--- src/rtl/alu_issue_if.sv ---
// EX-side bundle driven by the ID/EX issue register toward the ALU.
// master = issue stage, slave = ALU / branch / store consumers.
interface alu_issue_if #(
    parameter int XLEN = 32
);
    logic            ex_valid;
    logic [3:0]      ex_ALUctl;
    logic [XLEN-1:0] ex_A;
    logic [XLEN-1:0] ex_B;
    logic [4:0]      ex_rd;
    logic            ex_is_branch;
    logic            ex_branch_ne;
    logic [XLEN-1:0] ex_store_data;
    logic            ex_illegal;

    modport master (
        output ex_valid, ex_ALUctl, ex_A, ex_B, ex_rd,
        output ex_is_branch, ex_branch_ne, ex_store_data, ex_illegal
    );
    modport slave (
        input ex_valid, ex_ALUctl, ex_A, ex_B, ex_rd,
        input ex_is_branch, ex_branch_ne, ex_store_data, ex_illegal
    );
endinterface

--- src/rtl/alu_issue.sv ---
// ID/EX issue stage: decode, operand select/forward, EX register.
// Optional MEM/WB forwarding muxes: define ALU_ISSUE_FORWARDING_EN.
module alu_issue #(
    parameter int         XLEN        = 32,
    parameter logic [3:0] ILLEGAL_CTL = 4'd15
) (
    input  logic            CLK,
    input  logic            RST,
    input  logic            id_valid,
    input  logic [31:0]     id_instr,
    input  logic [XLEN-1:0] id_rs1_data,
    input  logic [XLEN-1:0] id_rs2_data,
    input  logic [XLEN-1:0] id_imm,
    input  logic            stall,
    input  logic            flush,
    input  logic            fwd_mem_en,
    input  logic            fwd_wb_en,
    input  logic [4:0]      fwd_mem_rd,
    input  logic [4:0]      fwd_wb_rd,
    input  logic [XLEN-1:0] fwd_mem_data,
    input  logic [XLEN-1:0] fwd_wb_data,
    alu_issue_if.master     ex
);
    logic [6:0] w_op;
    logic [2:0] w_f3;
    logic [6:0] w_f7;
    logic [4:0] w_rs1;
    logic [4:0] w_rs2;

    assign w_op  = id_instr[6:0];
    assign w_f3  = id_instr[14:12];
    assign w_f7  = id_instr[31:25];
    assign w_rs1 = id_instr[19:15];
    assign w_rs2 = id_instr[24:20];

    logic w_is_r, w_is_i, w_is_ld, w_is_st, w_is_br;
    assign w_is_r  = (w_op == 7'b0110011);
    assign w_is_i  = (w_op == 7'b0010011);
    assign w_is_ld = (w_op == 7'b0000011);
    assign w_is_st = (w_op == 7'b0100011);
    assign w_is_br = (w_op == 7'b1100011);

    logic       w_f3_ok;
    logic [3:0] w_f3_ctl;

    always_comb begin
        w_f3_ok  = 1'b1;
        w_f3_ctl = ILLEGAL_CTL;
        unique case (w_f3)
            3'b000:  w_f3_ctl = 4'd2;
            3'b111:  w_f3_ctl = 4'd0;
            3'b110:  w_f3_ctl = 4'd1;
            3'b010:  w_f3_ctl = 4'd7;
            default: w_f3_ok  = 1'b0;
        endcase
    end

    logic       w_legal, w_b_imm, w_has_rd, w_st, w_br;
    logic [3:0] w_ctl;

    always_comb begin
        w_legal  = 1'b0;
        w_ctl    = ILLEGAL_CTL;
        w_b_imm  = 1'b0;
        w_has_rd = 1'b0;
        w_st     = 1'b0;
        w_br     = 1'b0;
        unique case (1'b1)
            w_is_r: begin
                if (w_f7 == 7'b0000000 && w_f3_ok) begin
                    w_legal  = 1'b1;
                    w_ctl    = w_f3_ctl;
                    w_has_rd = 1'b1;
                end else if (w_f7 == 7'b0100000 && w_f3 == 3'b000) begin
                    w_legal  = 1'b1;
                    w_ctl    = 4'd6;
                    w_has_rd = 1'b1;
                end
            end
            w_is_i: begin
                if (w_f3_ok) begin
                    w_legal  = 1'b1;
                    w_ctl    = w_f3_ctl;
                    w_b_imm  = 1'b1;
                    w_has_rd = 1'b1;
                end
            end
            w_is_ld: begin
                w_legal  = 1'b1;
                w_ctl    = 4'd2;
                w_b_imm  = 1'b1;
                w_has_rd = 1'b1;
            end
            w_is_st: begin
                w_legal = 1'b1;
                w_ctl   = 4'd2;
                w_b_imm = 1'b1;
                w_st    = 1'b1;
            end
            w_is_br: begin
                if (w_f3[2:1] == 2'b00) begin
                    w_legal = 1'b1;
                    w_ctl   = 4'd6;
                    w_br    = 1'b1;
                end
            end
            default: ;
        endcase
    end

    logic [XLEN-1:0] w_rs1_v;
    logic [XLEN-1:0] w_rs2_v;

`ifdef ALU_ISSUE_FORWARDING_EN
    // MEM result is younger than WB, so it wins; x0 is hardwired zero.
    always_comb begin
        w_rs1_v = id_rs1_data;
        if (w_rs1 != 5'd0 && fwd_mem_en && fwd_mem_rd == w_rs1)
            w_rs1_v = fwd_mem_data;
        else if (w_rs1 != 5'd0 && fwd_wb_en && fwd_wb_rd == w_rs1)
            w_rs1_v = fwd_wb_data;
    end

    always_comb begin
        w_rs2_v = id_rs2_data;
        if (w_rs2 != 5'd0 && fwd_mem_en && fwd_mem_rd == w_rs2)
            w_rs2_v = fwd_mem_data;
        else if (w_rs2 != 5'd0 && fwd_wb_en && fwd_wb_rd == w_rs2)
            w_rs2_v = fwd_wb_data;
    end
`else
    assign w_rs1_v = id_rs1_data;
    assign w_rs2_v = id_rs2_data;

    logic w_unused_fwd;
    assign w_unused_fwd = ^{fwd_mem_en, fwd_wb_en, fwd_mem_rd, fwd_wb_rd,
                            fwd_mem_data, fwd_wb_data, w_rs1, w_rs2};
`endif

    logic [XLEN-1:0] w_a, w_b, w_sd;
    logic [4:0]      w_rd;

    assign w_a  = w_legal ? w_rs1_v : '0;
    assign w_b  = !w_legal ? '0 : (w_b_imm ? id_imm : w_rs2_v);
    assign w_sd = w_st ? w_rs2_v : '0;
    assign w_rd = w_has_rd ? id_instr[11:7] : 5'd0;

    logic            r_valid, r_br, r_ne, r_ill;
    logic [3:0]      r_ctl;
    logic [XLEN-1:0] r_a, r_b, r_sd;
    logic [4:0]      r_rd;

    always_ff @(posedge CLK) begin
        if (RST || flush || (!stall && !id_valid)) begin
            r_valid <= 1'b0;
            r_ctl   <= ILLEGAL_CTL;
            r_a     <= '0;
            r_b     <= '0;
            r_rd    <= 5'd0;
            r_br    <= 1'b0;
            r_ne    <= 1'b0;
            r_sd    <= '0;
            r_ill   <= 1'b0;
        end else if (!stall) begin
            r_valid <= 1'b1;
            r_ctl   <= w_ctl;
            r_a     <= w_a;
            r_b     <= w_b;
            r_rd    <= w_rd;
            r_br    <= w_br;
            r_ne    <= w_br & w_f3[0];
            r_sd    <= w_sd;
            r_ill   <= !w_legal;
        end
    end

    assign ex.ex_valid      = r_valid;
    assign ex.ex_ALUctl     = r_ctl;
    assign ex.ex_A          = r_a;
    assign ex.ex_B          = r_b;
    assign ex.ex_rd         = r_rd;
    assign ex.ex_is_branch  = r_br;
    assign ex.ex_branch_ne  = r_ne;
    assign ex.ex_store_data = r_sd;
    assign ex.ex_illegal    = r_ill;
endmodule

--- src/flat_wrapper.sv ---
// flat-port wrapper written by rule: the top's interface ports become plain ports
module alu_issue_flat 
#(
    parameter int         XLEN        = 32,
    parameter logic [3:0] ILLEGAL_CTL = 4'd15
)
  (CLK, RST, id_valid, id_instr, id_rs1_data, id_rs2_data, id_imm, stall, flush, fwd_mem_en, fwd_wb_en, fwd_mem_rd, fwd_wb_rd, fwd_mem_data, fwd_wb_data, ex_ex_valid, ex_ex_ALUctl, ex_ex_A, ex_ex_B, ex_ex_rd, ex_ex_is_branch, ex_ex_branch_ne, ex_ex_store_data, ex_ex_illegal);
  alu_issue_if #(.XLEN(XLEN)) ex_i ();
  input  logic CLK;
  input  logic RST;
  input  logic id_valid;
  input  logic [31:0] id_instr;
  input  logic [XLEN-1:0] id_rs1_data;
  input  logic [XLEN-1:0] id_rs2_data;
  input  logic [XLEN-1:0] id_imm;
  input  logic stall;
  input  logic flush;
  input  logic fwd_mem_en;
  input  logic fwd_wb_en;
  input  logic [4:0] fwd_mem_rd;
  input  logic [4:0] fwd_wb_rd;
  input  logic [XLEN-1:0] fwd_mem_data;
  input  logic [XLEN-1:0] fwd_wb_data;
  output wire logic [$bits(ex_i.ex_valid)-1:0] ex_ex_valid;
  output wire logic [$bits(ex_i.ex_ALUctl)-1:0] ex_ex_ALUctl;
  output wire logic [$bits(ex_i.ex_A)-1:0] ex_ex_A;
  output wire logic [$bits(ex_i.ex_B)-1:0] ex_ex_B;
  output wire logic [$bits(ex_i.ex_rd)-1:0] ex_ex_rd;
  output wire logic [$bits(ex_i.ex_is_branch)-1:0] ex_ex_is_branch;
  output wire logic [$bits(ex_i.ex_branch_ne)-1:0] ex_ex_branch_ne;
  output wire logic [$bits(ex_i.ex_store_data)-1:0] ex_ex_store_data;
  output wire logic [$bits(ex_i.ex_illegal)-1:0] ex_ex_illegal;
  assign ex_ex_valid = ex_i.ex_valid;
  assign ex_ex_ALUctl = ex_i.ex_ALUctl;
  assign ex_ex_A = ex_i.ex_A;
  assign ex_ex_B = ex_i.ex_B;
  assign ex_ex_rd = ex_i.ex_rd;
  assign ex_ex_is_branch = ex_i.ex_is_branch;
  assign ex_ex_branch_ne = ex_i.ex_branch_ne;
  assign ex_ex_store_data = ex_i.ex_store_data;
  assign ex_ex_illegal = ex_i.ex_illegal;
  alu_issue #(.XLEN(XLEN), .ILLEGAL_CTL(ILLEGAL_CTL)) u_core (.CLK(CLK), .RST(RST), .id_valid(id_valid), .id_instr(id_instr), .id_rs1_data(id_rs1_data), .id_rs2_data(id_rs2_data), .id_imm(id_imm), .stall(stall), .flush(flush), .fwd_mem_en(fwd_mem_en), .fwd_wb_en(fwd_wb_en), .fwd_mem_rd(fwd_mem_rd), .fwd_wb_rd(fwd_wb_rd), .fwd_mem_data(fwd_mem_data), .fwd_wb_data(fwd_wb_data), .ex(ex_i));
endmodule
--- config.mk ---
export PLATFORM = sky130hd
export DESIGN_NAME = alu_issue_flat
export DESIGN_NICKNAME = d
export VERILOG_FILES = /design/src/rtl/alu_issue_if.sv /design/src/rtl/alu_issue.sv /design/src/flat_wrapper.sv
export SDC_FILE = /design/constraint.sdc
export NUM_CORES = 1
export LEC_CHECK = 0
export ABC_CLOCK_PERIOD_IN_PS = 1700
export BUFFER_PORTS_ARGS = -buffer_cell sky130_fd_sc_hd__buf_2
export CORE_MARGIN = 10
export CORE_UTILIZATION = 42
export DETAILED_ROUTE_END_ITERATION = 10
export GPL_ROUTABILITY_DRIVEN = 0
export MAX_ROUTING_LAYER = met4
export PLACE_DENSITY = 0.81
export SYNTH_ARGS = -nofsm -noshare
export SYNTH_HDL_FRONTEND = slang
export SYNTH_SLANG_ARGS = --single-unit
--- constraint.sdc ---
create_clock -name CLK -period 1.7 [get_ports CLK]
set_input_delay 0.085 -clock CLK [delete_from_list [all_inputs] [get_ports CLK]]
set_output_delay 0.085 -clock CLK [all_outputs]
set_load 0.1 [all_outputs]
==> impl_metrics.prom <==
# TYPE chip_impl_metric gauge
chip_impl_info{name="status",value="finished clean"} 1
chip_impl_metric{name="grt_antenna_before_repair",unit=""} 0
chip_impl_metric{name="cts_made_buffers",unit=""} 9
chip_impl_metric{name="filler_cells_inserted",unit=""} 880
chip_impl_metric{name="arrival",unit="ns"} 1.85
chip_impl_metric{name="clkSlewWorstSetupHoldPaths",unit="ns"} 0.10
chip_impl_metric{name="ctsHtreeMaxLevel",unit=""} 3
chip_impl_metric{name="synth_adder_area_share",unit="%"} 0
chip_impl_metric{name="floorplan.die_area",unit="µm²"} 15600
chip_impl_info{name="synth.area.top_cells",value="sky130_fd_sc_hd__dfxtp_1 (47%), sky130_fd_sc_hd__o31ai_2 (8.1%), sky130_fd_sc_hd__mux2i_1 (6.9%), sky130_fd_sc_hd__a22oi_1 (6.0%), sky130_fd_sc_hd__o211ai_1 (5.4%)"} 1
chip_impl_metric{name="detail_route.iter0.violations",unit=""} 373
chip_impl_info{name="synth_top_family_by_area",value="compound AO/OA/AOI/OAI gates"} 1
chip_impl_info{name="criticalPathCategory",value="in2reg"} 1
chip_impl_metric{name="synth_compound_area_share",unit="%"} 26.6
chip_impl_metric{name="synthCells",unit=""} 484
chip_impl_info{name="unrepaired_setup_endpoints_after_global_routing",value="false"} 1
chip_impl_metric{name="post_dr_vias_cell",unit=""} 5.45
chip_impl_metric{name="critical_path.max_fanout",unit=""} 34
chip_impl_metric{name="timing.final.crit_share",unit="%"} 93.0
chip_impl_metric{name="synthMuxAreaShare",unit="%"} 6.94
chip_impl_metric{name="cpPeakStageDelay",unit="ns"} 0.43
chip_impl_metric{name="post-route-drc-count",unit=""} 0
chip_impl_metric{name="antennaDiodeCount",unit=""} 0
chip_impl_metric{name="final_hold_viol_count",unit=""} 0
chip_impl_metric{name="seqCellArea",unit="µm²"} 2180
chip_impl_metric{name="synth.yosys.warnings",unit=""} 0
chip_impl_metric{name="finalNetCount",unit=""} 970
chip_impl_metric{name="grt_pass1_wl",unit="µm"} 26600
chip_impl_metric{name="post-cts-setup-buffers",unit=""} 0
chip_impl_metric{name="fmax",unit="MHz"} 633
chip_impl_info{name="critical_path.cell_chain",value="buf_2 > nor4_4 > o2111ai_1 > nor3_4 > buf_6 > o211ai_1 > a21oi_1"} 1
chip_impl_metric{name="ys_seq_area_share",unit="%"} 47.3
chip_impl_metric{name="leakage",unit="nW"} 2.81
chip_impl_info{name="cts_root_buffer",value="sky130_fd_sc_hd__clkbuf_8"} 1
chip_impl_metric{name="portBuffers",unit=""} 231
chip_impl_metric{name="grt_use_total",unit="%"} 20.9
chip_impl_metric{name="detailed_place.area",unit="µm²"} 6020
chip_impl_metric{name="timing.max_slew.rel_slack",unit="%"} 17.7
chip_impl_metric{name="final-max-slew-violation-count",unit=""} 0
chip_impl_metric{name="power_per_cell_area",unit="nW/µm²"} 691
chip_impl_metric{name="post_syn_area_per_cell",unit="µm²"} 9.53
chip_impl_metric{name="gr-total-overflow",unit=""} 0
chip_impl_metric{name="place_hpwl",unit="µm"} 12200
chip_impl_metric{name="mappedNetlistArea",unit="µm²"} 4610
chip_impl_metric{name="setup-tns-final",unit="ns"} 0
chip_impl_metric{name="final_core_util",unit="%"} 62.7
chip_impl_metric{name="yosys.area_share.xor_xnor",unit="%"} 0
chip_impl_metric{name="ir_drop",unit="mV"} 0.455
chip_impl_metric{name="worst_slew_pin_slew",unit="ns"} 1.23
chip_impl_info{name="hp-class",value="in2reg"} 1
chip_impl_metric{name="synth_seq_cells",unit=""} 109
chip_impl_metric{name="tritoncts_num_sinks",unit=""} 109
chip_impl_metric{name="rows",unit=""} 38
chip_impl_metric{name="cts_max_path_buffers",unit=""} 2
chip_impl_metric{name="chipWidth",unit="µm"} 125
chip_impl_metric{name="synth_simple_gate_area_share",unit="%"} 14.6
chip_impl_info{name="critPathSlowestCell",value="sky130_fd_sc_hd__nor3_4"} 1
chip_impl_metric{name="routed_wl",unit="µm"} 17100
chip_impl_metric{name="timing.max_cap.violations",unit=""} 0
chip_impl_metric{name="post_synth_net_total",unit=""} 693
chip_impl_metric{name="dr.pass1.iters",unit=""} 5
chip_impl_metric{name="clock_latency",unit="ns"} 0.35
chip_impl_metric{name="wl_per_cell",unit="µm"} 18.9
chip_impl_info{name="cts_tree",value="done"} 1
chip_impl_metric{name="first_global_vias",unit=""} 5161
chip_impl_metric{name="post-route-cell-area",unit="µm²"} 6770
chip_impl_metric{name="finish.cell_count_without_fillers",unit=""} 906
chip_impl_info{name="setup.worst_path.start_class",value="input port"} 1
chip_impl_metric{name="drive_above_1_share",unit="%"} 41.5
chip_impl_metric{name="core_region_area",unit="µm²"} 10800
chip_impl_metric{name="worst_ep_required",unit="ns"} 1.97
chip_impl_info{name="worstSetupEndpointType",value="register"} 1
chip_impl_metric{name="placed_cells_incl_taps",unit=""} 835
chip_impl_metric{name="syn2layout_area_growth",unit="%"} 46.8
chip_impl_metric{name="initial_utilization",unit="%"} 42.7
chip_impl_metric{name="grt_max_degree",unit=""} 92
chip_impl_metric{name="via_count",unit=""} 4938
chip_impl_metric{name="design.portCount",unit=""} 318
chip_impl_metric{name="finClkSkew",unit="ns"} 0
chip_impl_metric{name="netlist.area_leader.share",unit="%"} 47.3
chip_impl_metric{name="post-route-min-period",unit="ns"} 1.58
chip_impl_info{name="synth_top_cell_by_area",value="sky130_fd_sc_hd__dfxtp_1"} 1
chip_impl_metric{name="multi_input_area",unit="µm²"} 2270
chip_impl_metric{name="finalSetupViolCount",unit=""} 0
chip_impl_metric{name="synthDistinctLibCells",unit=""} 39
chip_impl_metric{name="postRouteAntennaNets",unit=""} 0
chip_impl_metric{name="die_y",unit="µm"} 125
## layout make-up
| cell class | instances | area share (%) |
|---|---|---|
| timing repair buffer | 311 | 28.6 |
| multi-input combinational | 327 | 33.6 |
| clock buffer | 10 | 1.88 |
| clock inverter | 6 | 0.942 |
| sequential | 109 | 32.2 |
| tap | 140 | 2.59 |
| inverter | 3 | 0.166 |
## cell usage after synthesis
master / number
sky130_fd_sc_hd__nand2_1: 38
sky130_fd_sc_hd__buf_2: 10
sky130_fd_sc_hd__nand2b_1: 1
sky130_fd_sc_hd__nor3_4: 1
sky130_fd_sc_hd__nor2_1: 51
sky130_fd_sc_hd__nand4bb_4: 1
sky130_fd_sc_hd__o211ai_1: 33
sky130_fd_sc_hd__nand4_1: 1
sky130_fd_sc_hd__o31ai_2: 30
sky130_fd_sc_hd__nor3_1: 3
sky130_fd_sc_hd__a22oi_1: 37
sky130_fd_sc_hd__and2_1: 2
sky130_fd_sc_hd__mux2i_1: 32
sky130_fd_sc_hd__o21ai_1: 1
sky130_fd_sc_hd__a41oi_1: 1
sky130_fd_sc_hd__or3b_2: 1
sky130_fd_sc_hd__buf_1: 2
sky130_fd_sc_hd__nor4_4: 1
sky130_fd_sc_hd__nor4b_1: 1
sky130_fd_sc_hd__a21oi_1: 37
sky130_fd_sc_hd__o21a_1: 3
sky130_fd_sc_hd__clkbuf_1: 31
sky130_fd_sc_hd__o2111ai_1: 1
sky130_fd_sc_hd__inv_2: 2
sky130_fd_sc_hd__inv_1: 1
sky130_fd_sc_hd__a2111oi_2: 1
sky130_fd_sc_hd__nor3b_1: 1
sky130_fd_sc_hd__o31a_1: 1
sky130_fd_sc_hd__nor4b_2: 2
sky130_fd_sc_hd__buf_4: 3
sky130_fd_sc_hd__nand3_1: 32
sky130_fd_sc_hd__and3_1: 1
sky130_fd_sc_hd__nor2_2: 1
sky130_fd_sc_hd__o2111a_1: 1
sky130_fd_sc_hd__o21ai_0: 3
sky130_fd_sc_hd__a21oi_2: 2
sky130_fd_sc_hd__or4_1: 1
sky130_fd_sc_hd__dfxtp_1: 109
sky130_fd_sc_hd__o31ai_1: 4
## metal layers
metal | up-vias | track usage [%] | part of all wire, %
met3 | 32 | 5.02 | 7.8
met1 | 2330 | 23.8 | 39
met4 | 0 | 8.29 | 2.7
met5 | - | - | 0
li1 | 2331 | - | -
met2 | 245 | 34.7 | 50
## worst max-delay path: cells and delay by family
family / cells / cell delay (ns)
buf+inv: 2 / 0.43
compound gates: 3 / 0.55
simple gates: 2 / 0.76
## report_power, final
group          switching (mW)  internal (mW)
Sequential            0.00275           2.56
Clock                   0.844          0.680
Combinational           0.326          0.268
Total                    1.17           3.51
## timing repair
item / CTS / global route
endpoints found under the setup margin: 0 / 32
hold buffers: 54 / 0
hold endpoints to repair: 54 / 0
resized for setup: 0 / 3
## layout by cell type (no fill, tap or decap), types with 2 or more instances in the layout
cell and n:
sky130_fd_sc_hd__nor2_4 2, sky130_fd_sc_hd__o31ai_2 30, sky130_fd_sc_hd__clkinv_2 2, sky130_fd_sc_hd__and2_1 2, sky130_fd_sc_hd__mux2i_1 32, sky130_fd_sc_hd__nand3_1 32
sky130_fd_sc_hd__buf_6 2, sky130_fd_sc_hd__inv_2 2, sky130_fd_sc_hd__clkbuf_8 9, sky130_fd_sc_hd__o211ai_1 33, sky130_fd_sc_hd__nor2_1 50, sky130_fd_sc_hd__clkinvlp_4 2
sky130_fd_sc_hd__a22oi_1 37, sky130_fd_sc_hd__buf_12 3, sky130_fd_sc_hd__a21oi_1 37, sky130_fd_sc_hd__buf_4 22, sky130_fd_sc_hd__dfxtp_1 109, sky130_fd_sc_hd__nor3_1 3
sky130_fd_sc_hd__buf_2 230, sky130_fd_sc_hd__o31ai_1 4, sky130_fd_sc_hd__dlygate4sd3_1 54, sky130_fd_sc_hd__o21a_1 3, sky130_fd_sc_hd__nand2_1 37, sky130_fd_sc_hd__o21ai_0 2
## per-stage QoR
step / hold WS (ns) / power [mW] / setup WS (ns)
detailed placement: 0.331 / 3.11 / -0.350
CTS: 0.000296 / 4.71 / 0.0300
global route: 0.00276 / 4.88 / 0.00641
finish: 0.0191 / 4.68 / 0.119
floorplan: 0.229 / 2.85 / 0.180
global placement: 0.317 / 3.09 / -0.295
## path summary, 6_finish.rpt
path | from | end | slack, ns | cells past startpoint
hold / removal | id_rs1_data[31] | u_core.ex.ex_A[31] | 0.02 | 3
setup reg to reg | u_core.ex.ex_store_data[17] | u_core.ex.ex_store_data[17] | 0.96 | 2
hold reg to reg | u_core.ex.ex_valid | u_core.ex.ex_valid | 0.46 | 1
setup / recovery | id_instr[26] | u_core.ex.ex_A[16] | 0.12 | 7
## logic make-up (layout without fill, tap and decap cells)
family | Yosys count | in the layout
AOI/OAI and AO/OA | 155 | 155
buffers and inverters | 49 | 330
DFF | 109 | 109
muxes | 32 | 32
and+or+nand+nor | 139 | 140
## registers in the layout (all words and copies together) (netlist names)
register and count:
u_core.ex.ex_A 32, u_core.ex.ex_ALUctl 4, u_core.ex.ex_B 32, u_core.ex.ex_branch_ne 1, u_core.ex.ex_illegal 1, u_core.ex.ex_is_branch 1
u_core.ex.ex_rd 5, u_core.ex.ex_store_data 32, u_core.ex.ex_valid 1
Note: power is estimated with default switching activity, not from simulation.
